[config.mk]
export PLATFORM = sky130hd
export DESIGN_NAME = score_keeper
export DESIGN_NICKNAME = d
export VERILOG_FILES = /design/src/rtl/score_keeper.sv
export SDC_FILE = /design/constraint.sdc
export NUM_CORES = 1
export LEC_CHECK = 0
export ABC_AREA = 1
export ABC_CLOCK_PERIOD_IN_PS = 3500
export BUFFER_PORTS_ARGS = -buffer_cell sky130_fd_sc_hd__buf_4
export CORE_MARGIN = 10
export CORE_UTILIZATION = 40
export CTS_BUF_LIST = sky130_fd_sc_hd__clkbuf_4 sky130_fd_sc_hd__clkbuf_8
export DETAILED_ROUTE_END_ITERATION = 8
export GPL_TIMING_DRIVEN = 0
export SLEW_MARGIN = 25
export SYNTH_ARGS = -nofsm -noshare
export SYNTH_HDL_FRONTEND = slang
export SYNTH_SLANG_ARGS = --single-unit
[constraint.sdc]
create_clock -name clock -period 3.5 [get_ports clock]
set_input_delay 0.175 -clock clock [delete_from_list [all_inputs] [get_ports clock]]
set_output_delay 0.175 -clock clock [all_outputs]
set_load 0.01 [all_outputs]
[src/rtl/score_keeper.sv]
// score_keeper: turns coin pickups (with combo multiplier) and distance
// into a 6-digit BCD score, and keeps a BCD high score across runs.
module score_keeper #(
    parameter int COIN_POINTS  = 50,
    parameter int COMBO_FRAMES = 90,
    parameter int MAX_MULT     = 4,
    parameter int DIST_FRAMES  = 30
) (
    input  logic        clock,
    input  logic        reset,
    input  logic        frame_done,
    input  logic        game_active,
    input  logic        game_start,
    input  logic        coin_collected,
    input  logic [3:0]  speed,
    output logic [23:0] score_bcd,
    output logic [23:0] high_bcd,
    output logic [2:0]  multiplier,
    output logic        busy,
    output logic        new_high
);

    localparam int DW = (DIST_FRAMES > 1) ? $clog2(DIST_FRAMES) : 1;

    localparam logic [DW-1:0] DIST_LAST = DW'(DIST_FRAMES - 1);
    localparam logic [6:0]    COMBO_LD  = 7'(COMBO_FRAMES);
    localparam logic [2:0]    MULT_MAX  = 3'(MAX_MULT);
    localparam logic [13:0]   COIN_W    = 14'(COIN_POINTS);
    localparam logic [13:0]   PEND_MAX  = 14'd4095;
    localparam logic [23:0]   SCORE_MAX = 24'h999999;

    // Registers
    logic [23:0]   r_score;
    logic [23:0]   r_high;
    logic [2:0]    r_mult;
    logic [6:0]    r_combo_timer;
    logic [DW-1:0] r_dist_cnt;
    logic [11:0]   r_pending;
    logic          r_busy;
    logic          r_new_high;
    logic          r_active_d;
    logic          r_over_armed;

    // Combinational signals
    logic          w_frame_evt;
    logic          w_coin_evt;
    logic          w_dist_wrap;
    logic [2:0]    w_mult_next;
    logic [13:0]   w_coin_award;
    logic [13:0]   w_dist_award;
    logic          w_score_full;
    logic          w_drain;
    logic [13:0]   w_pend_sum;
    logic [11:0]   w_pend_next;
    logic [23:0]   w_score_inc;
    logic [23:0]   w_score_next;
    logic          w_over_edge;
    logic          w_over_fire;
    logic          w_beat;

    // Add one to a six-digit BCD value with ripple carry across digits.
    function automatic logic [23:0] bcd_inc(input logic [23:0] v);
        logic [23:0] res;
        logic        carry;
        res   = v;
        carry = 1'b1;
        for (int i = 0; i < 6; i++) begin
            if (carry) begin
                if (v[i*4 +: 4] == 4'd9) begin
                    res[i*4 +: 4] = 4'd0;
                end else begin
                    res[i*4 +: 4] = v[i*4 +: 4] + 4'd1;
                    carry         = 1'b0;
                end
            end
        end
        return res;
    endfunction

    // Digit-wise unsigned compare, most significant digit first.
    function automatic logic bcd_gt(input logic [23:0] a,
                                    input logic [23:0] b);
        logic gt;
        logic done;
        gt   = 1'b0;
        done = 1'b0;
        for (int i = 5; i >= 0; i--) begin
            if (!done && (a[i*4 +: 4] != b[i*4 +: 4])) begin
                gt   = (a[i*4 +: 4] > b[i*4 +: 4]);
                done = 1'b1;
            end
        end
        return gt;
    endfunction

    // Awards are only sampled on a frame of an active run.
    assign w_frame_evt = frame_done & game_active;
    assign w_coin_evt  = w_frame_evt & coin_collected;
    assign w_dist_wrap = w_frame_evt & (r_dist_cnt == DIST_LAST);

    // Multiplier a coin would get: grows inside the combo window, else 1.
    always_comb begin
        w_mult_next = r_mult;
        if (r_combo_timer == 7'd0) begin
            w_mult_next = 3'd1;
        end else if (r_mult < MULT_MAX) begin
            w_mult_next = r_mult + 3'd1;
        end
    end

    assign w_coin_award = w_coin_evt ? (COIN_W * {11'd0, w_mult_next})
                                     : 14'd0;
    assign w_dist_award = w_dist_wrap ? {10'd0, speed} : 14'd0;

    // Drain one point per cycle unless the score is already pegged.
    assign w_score_full = (r_score == SCORE_MAX);
    assign w_drain      = (r_pending != 12'd0) && !w_score_full;

    assign w_pend_sum = {2'b00, r_pending} + w_coin_award
                      + w_dist_award - {13'd0, w_drain};

    // Saturate pending at 4095; a pegged score swallows everything.
    always_comb begin
        w_pend_next = w_pend_sum[11:0];
        if (w_score_full) begin
            w_pend_next = 12'd0;
        end else if (w_pend_sum > PEND_MAX) begin
            w_pend_next = 12'd4095;
        end
    end

    assign w_score_inc  = bcd_inc(r_score);
    assign w_score_next = w_drain ? w_score_inc : r_score;

    // Game over is the falling edge of game_active; compare once drained.
    assign w_over_edge = r_active_d & ~game_active;
    assign w_over_fire = r_over_armed & (r_pending == 12'd0);
    assign w_beat      = w_over_fire & bcd_gt(r_score, r_high);

    // Combo timer and multiplier, updated on frame events.
    always_ff @(posedge clock) begin
        if (reset) begin
            r_combo_timer <= 7'd0;
            r_mult        <= 3'd1;
        end else if (game_start) begin
            r_combo_timer <= 7'd0;
            r_mult        <= 3'd1;
        end else if (w_frame_evt) begin
            if (coin_collected) begin
                r_combo_timer <= COMBO_LD;
                r_mult        <= w_mult_next;
            end else if (r_combo_timer != 7'd0) begin
                r_combo_timer <= r_combo_timer - 7'd1;
            end
        end
    end

    // Distance frame counter, wraps once per distance award.
    always_ff @(posedge clock) begin
        if (reset) begin
            r_dist_cnt <= '0;
        end else if (game_start) begin
            r_dist_cnt <= '0;
        end else if (w_frame_evt) begin
            if (r_dist_cnt == DIST_LAST) begin
                r_dist_cnt <= '0;
            end else begin
                r_dist_cnt <= r_dist_cnt + 1'b1;
            end
        end
    end

    // Pending points accumulator and its busy flag.
    always_ff @(posedge clock) begin
        if (reset) begin
            r_pending <= 12'd0;
            r_busy    <= 1'b0;
        end else if (game_start) begin
            r_pending <= 12'd0;
            r_busy    <= 1'b0;
        end else begin
            r_pending <= w_pend_next;
            r_busy    <= (w_pend_next != 12'd0);
        end
    end

    // BCD score register, fed one point per drain cycle.
    always_ff @(posedge clock) begin
        if (reset) begin
            r_score <= 24'h000000;
        end else if (game_start) begin
            r_score <= 24'h000000;
        end else begin
            r_score <= w_score_next;
        end
    end

    // Game-over detection and high-score update.
    always_ff @(posedge clock) begin
        if (reset) begin
            r_active_d   <= 1'b0;
            r_over_armed <= 1'b0;
            r_high       <= 24'h000000;
            r_new_high   <= 1'b0;
        end else begin
            r_active_d <= game_active;
            if (game_start) begin
                r_over_armed <= 1'b0;
                r_new_high   <= 1'b0;
            end else begin
                if (w_beat) begin
                    r_high     <= r_score;
                    r_new_high <= 1'b1;
                end
                if (w_over_edge) begin
                    r_over_armed <= 1'b1;
                end else if (w_over_fire) begin
                    r_over_armed <= 1'b0;
                end
            end
        end
    end

    assign score_bcd  = r_score;
    assign high_bcd   = r_high;
    assign multiplier = r_mult;
    assign busy       = r_busy;
    assign new_high   = r_new_high;

endmodule

# Word level (Yosys, flattened, before mapping)
# Index checks and enable logic that the tools add are counted.
op_classes:
  n_addsub: 12
  mul: 1
  div: 0
  magnitude_cmp: 8
  eq_ne: 14
  shifts: 0
  n_mux: 37
  n_bitwise: 8
  n_reduce_logical: 28
op_table:
  columns: ["operator", "count"]
  rows:
  - ["4-bit 2-to-1 mux", 7]
  - ["4-bit by 1-bit adder with 4-bit output (second input constant)", 6]
  - ["24-bit equality test (second input constant)", 1]
  - ["4-bit equality test (second input constant)", 6]
  - ["4-bit greater-than comparator", 6]
  - ["12-bit 2-to-1 mux", 2]
  - ["4-bit inequality test", 6]
  - ["12-bit nonzero test", 2]
  - ["1-bit 2-to-1 mux", 22]
  - ["2-bit AND reduction", 8]
  - ["13-bit by 4-bit adder with 14-bit output", 1]
  - ["14-bit by 12-bit greater-than comparator with 1-bit output (second input constant)", 1]
  - ["7-bit 2-to-1 mux", 2]
  - ["14-bit by 1-bit subtractor with 14-bit output", 1]
  - ["12-bit by 9-bit adder with 13-bit output", 1]
  - ["12-bit zero test", 1]
  - ["9-bit 2-to-1 mux", 1]
  - ["5-bit by 3-bit multiplier with 8-bit output (first input constant)", 1]
  - ["7-bit zero test", 1]
  - ["7-bit nonzero test", 1]
  - ["7-bit by 1-bit subtractor with 7-bit output (second input constant)", 1]
  - ["1-bit bitwise AND", 6]
  - ["1-bit logical AND", 6]
  - ["1-bit zero test", 6]
  - ["other kinds (9)", 12]
totals:
  ff_bits: 79
  latchBits: 0
  mem_bits_rw: 0
  romBits: 0
  input_bits: 10
  mem_count: 0

# Depth between registers and ports, before layout
logic_depth:
  word_depth: 19
  ltp_mapped: 32
  mapped_depth_nobuf: 31

# Least setup slack after synthesis
# Ideal clock, no wire load.
synth_timing:
  path_kind: "flip-flop to flip-flop"
  startpoint: "reg r_combo_timer[0]"
  endpoint: "reg r_busy (netlist: busy)"
  setup_ns: 0.109
  arrival_time_ns: 3.706
  required_ns: 3.391
  path_slack_ns: -0.315
  stages_incl_launch_ff: 33
  path_buffers: 1
  period_less_slack_ns: 3.815
  path_cell_list: "dfxtp_1 > inv_1 > ha_1 > nand4_1 > or2_1 > o21ai_0 > inv_1 > ha_1 > inv_1 > ha_1 > xor2_1 > nand2_1 > ha_1 > inv_1 > ha_1 > ha_1 > nand2_1 > inv_1 > nand2_1 > nand2_1 > nand2_1 > nand3_1 > nand2_1 > nand2_1 > inv_2 > buf_6 > nand3_1 > nand2_2 > nand2_1 > nor2_1 > nand3_1 > nand2_1 > inv_1"
synth_via:
  elab_chain_cells: 11
synth_lines:
  columns: ["element", "line", "source"]
  rows:
  - ["start, declared", "36", "logic [6:0] r_combo_timer;"]
  - ["start signal, assigned", "153", "r_combo_timer <= r_combo_timer - 7'd1;"]
  - ["7-bit zero test *", "104", "if (r_combo_timer == 7'd0) begin"]
  - ["3-bit 2-to-1 mux *", "104", null]
  - ["net w_mult_next[2]", "48", "logic [2:0] w_mult_next;"]
  - ["5-bit by 3-bit multiplier with 8-bit output *", "111", "assign w_coin_award = w_coin_evt ? (COIN_W * {11'd0, w_mult_next})"]
  - ["9-bit 2-to-1 mux *", "111", null]
  - ["12-bit by 9-bit adder with 13-bit output *", "119", "assign w_pend_sum = {2'b00, r_pending} + w_coin_award"]
  - ["13-bit by 4-bit adder with 14-bit output *", "120", "+ w_dist_award - {13'd0, w_drain};"]
  - ["14-bit by 1-bit subtractor with 14-bit output *", "120", null]
  - ["14-bit by 12-bit greater-than comparator with 1-bit output", "127", "end else if (w_pend_sum > PEND_MAX) begin"]
  - ["12-bit 2-to-1 mux *", "127", null]
  - ["12-bit 2-to-1 mux *", "125", "if (w_score_full) begin"]
  - ["12-bit nonzero test *", "183", "r_busy <= (w_pend_next != 12'd0);"]
  - ["end signal, assigned", "183", null]
  - ["end, declared", "39", "logic r_busy;"]
# Mark *: on every way through the listed nets, which the timed path passes. The rest lies on a longest branch.
# A chain may end at the register's enable or synchronous reset.

# Worst setup path after layout
# Ends and elaborated chain as after synthesis.

==> results.toml <==
[timing]
final_max_slew_viol_count = 0
slew_headroom = 0.535
tightest_slew_ns = 0.698
timing.final.ws_setup_ns = -0.467
finalHoldViolCount = 0
finalSetupViolCount = 13
fin_setup_tns_ns = -1.85
min_period_ns = 3.97
finClkSkew_ns = 0.0121
max_freq_ghz = 0.252
min_period_over_period = 1.13
hold_ws_ns = 0.0306
rsz0062_at_grt = "yes"

[power_and_ir_drop]
powerDensity_mw_per_mm2 = 413
power_uw = 2950
p_int_uw = 1910
ir_drop_mv = 0.275
pwr-share-clk = 0.294
swShare = 0.353
seqPwrFrac = 0.318
p_comb_frac = 0.388
switchingPower_uw = 1040
p_leak_uw = 0.00342

[synthesis]
seq_area_frac_synth = 0.285
synthDistinctLibCells = 43
syn-instance-count = 815
netlist.top_cell.by_area = "dfxtp_1"
ys_warn_count = 0
synth_top_area_frac = 0.285
synth.area.top_cells = "dfxtp_1 28%, ha_1 14%, nand2_1 12%"
synth-seq-cells = 79
avgSynthCellArea_um2 = 6.81
synth_area_mm2 = 0.00555
synth_fp_nets = 891

[status]
violations = "negative setup slack"
outcome = "finished, violations left"

[finish]
fin_area_mm2 = 0.00714
antenna_cells = 0
nNetsFinal = 991
nFillCells = 1376
post_route_cells_drive_above_1_share = 0.277
area_delta_synth_final_pct = 28.6

[worst_setup_path]
crit_arrival_ns = 4.24
critPathMaxFanout = 4
critPathCaptureType = "flip-flop"
critPathKind = "flip-flop to flip-flop"
startpoint_type = "flip-flop"
worstPathRequired_ns = 3.78

[die]
initial_core_util = 0.414
die_h_um = 138
core_area_mm2 = 0.0134
rows = 42
die_w_um = 138
die-area_mm2 = 0.0190
io_pins = 63

[detailed_routing]
drtPass1Iterations = 4
via_per_inst = 4.78
drtAntennaViolNets = 0
wire_per_inst_um = 13.4
first_iter_violations = 299
num_vias = 5242
drc_errors = 0
drt-total-wl_um = 14600

[clock_tree]
clk_pin_slew_ns = 0.09
max-clock-path-buffers = 2
clk_latency_ns = 0.38
cts-root-buf = "clkbuf_8"
cts-buffers-inserted = 9
tritoncts = "done"
clock_sinks = 79
htreeDepth = 3

[place]
hpwl_um = 11200
gp_congestion = 0.847
numPortBuffers = 62
place_area_mm2 = 0.00635

[grt]
grt_pass1_vias = 5022
grt_pass1_wl_um = 23900
antenna_found_initial = 0
grt_max_degree = 15
grtUsageTotal = 0.157
overflow = 0

[flow_run]
drv_cap = 0

[worst_hold_path]
hold_path.class = "input pin to flip-flop"
through the flow:
stage / util / worst slack [ns] / std cells
global placement: 0.474 / -0.879 / 1053
finish: 0.533 / -0.467 / 1096
global route: 0.533 / -0.701 / 1096
floorplan: - / -0.135 / 815
CTS: 0.516 / -0.493 / 1096
detailed placement: 0.474 / -0.918 / 1053
sequential cells by signal, summed over array words and instances (netlist names):
signal / flops
high_bcd: 24
r_combo_timer: 7
multiplier: 3
r_dist_cnt: 5
busy: 1
new_high: 1
r_pending: 12
score_bcd: 24
r_active_d: 1
r_over_armed: 1
cells in the mapped netlist (all sizes together):
cell type  count
ha            62
o31ai          1
xnor2          2
nor2         113
a311oi         1
o22ai          1
nand2        180
nor4           5
or2            1
nor3           8
fa             4
a21oi         36
inv          166
nand3b         5
dfxtp         79
o21a           1
nand3         46
nor3b          2
o21bai         1
a41oi          1
nand2b         1
a211oi         3
xor2          10
buf           14
clkbuf         4
nand4         39
a31oi          5
o21ai         24
power by group through the flow:
stage | clock [uW] | combinational [uW] | sequential [uW]
detailed placement | 0 | 828 | 958
CTS | 890 | 1010 | 938
global placement | 0 | 821 | 958
floorplan | 0 | 654 | 956
finish | 867 | 1150 | 939
global route | 936 | 1270 | 942
worst max-delay path, cell delays in order (launching register included):
cell     delay (ns)
dfxtp_2        0.33
inv_2          0.07
ha_4           0.13
nand4_1        0.10
or2_4          0.30
o21ai_2        0.07
inv_2          0.07
ha_4           0.26
inv_2          0.04
ha_4           0.14
xor2_1         0.13
nand2_1        0.07
ha_1           0.30
inv_2          0.07
ha_4           0.19
ha_4           0.25
a21oi_2        0.17
nand2_2        0.08
buf_4          0.14
a21oi_1        0.15
xor2_1         0.23
nand3_2        0.09
nand2_1        0.08
nand2_1        0.06
nor2_2         0.11
nand3_2        0.11
nand2_1        0.09
inv_1          0.04
layer usage:
layer	part of all wire	track usage	up-vias
met3	0.047	0.0288	19
met2	0.47	0.261	83
met1	0.47	0.197	2365
met5	0	0	-
met4	0.017	0.0568	0
li1	-	-	2775
final cells by class:
cell class                      count  area [um^2]  area share
Timing Repair Buffer               89          689      0.0965
Multi-Input combinational cell    552         3650       0.512
Clock inverter                      6          116      0.0163
Tap cell                          176          220      0.0308
Sequential cell                    79         1590       0.223
Buffer                             18          118      0.0165
Clock buffer                       10          131      0.0184
Inverter                          166          623      0.0873
final timing paths:
check,from,endpoint,slack (ns),cells after the start
worst min register to register,r_active_d,r_over_armed,0.45,2
worst max register to register,r_combo_timer[0],busy,-0.47,27
worst max-delay path,r_combo_timer[0],busy,-0.47,27
worst min-delay path,game_active,r_active_d,0.03,3
cells by family (layout without fill, tap and decap cells):
group / Yosys count / count (layout) / share of synthesized area
AND/OR/NAND/NOR: 400 / 400 / 0.336
buffers and inverters: 184 / 289 / 0.133
flip-flops: 79 / 79 / 0.285
AO/OA/AOI/OAI: 74 / 74 / 0.0728
adder cells (fa/ha/maj): 66 / 66 / 0.154
XOR/XNOR: 12 / 12 / 0.0189
cells in the final DEF, fill, tap and decap left out, types with 4 or more instances in the layout:
master / netlist / layout
clkbuf_1: 4 / 4
buf_6: 6 / 11
nand2_1: 174 / 148
nand3_2: 7 / 19
a31oi_1: 5 / 5
buf_2: 4 / 4
xor2_1: 10 / 10
buf_1: 4 / 4
nand2_2: 5 / 28
a21oi_2: 1 / 5
o21ai_0: 23 / 22
nor2_2: 6 / 18
nor3_1: 7 / 7
nor2_4: 4 / 8
dfxtp_2: 0 / 6
inv_2: 13 / 26
dfxtp_1: 79 / 73
nor2_1: 103 / 87
inv_1: 153 / 140
a21oi_1: 35 / 31
clkbuf_8: 0 / 9
ha_4: 0 / 14
buf_4: 0 / 83
nand2_4: 1 / 4
nand4_1: 38 / 38
nand3_1: 38 / 25
ha_1: 62 / 46
what timing repair did:
action                                  4_1_cts  5_1_grt
gates cloned                                  2        0
setup buffers                                24        4
hold endpoints to repair                      1        0
hold buffers                                  1        0
pin swaps                                    28       36
endpoints found under the setup margin       13       13
gates resized for setup                      35       60
Power figures use the tool's default switching activity.
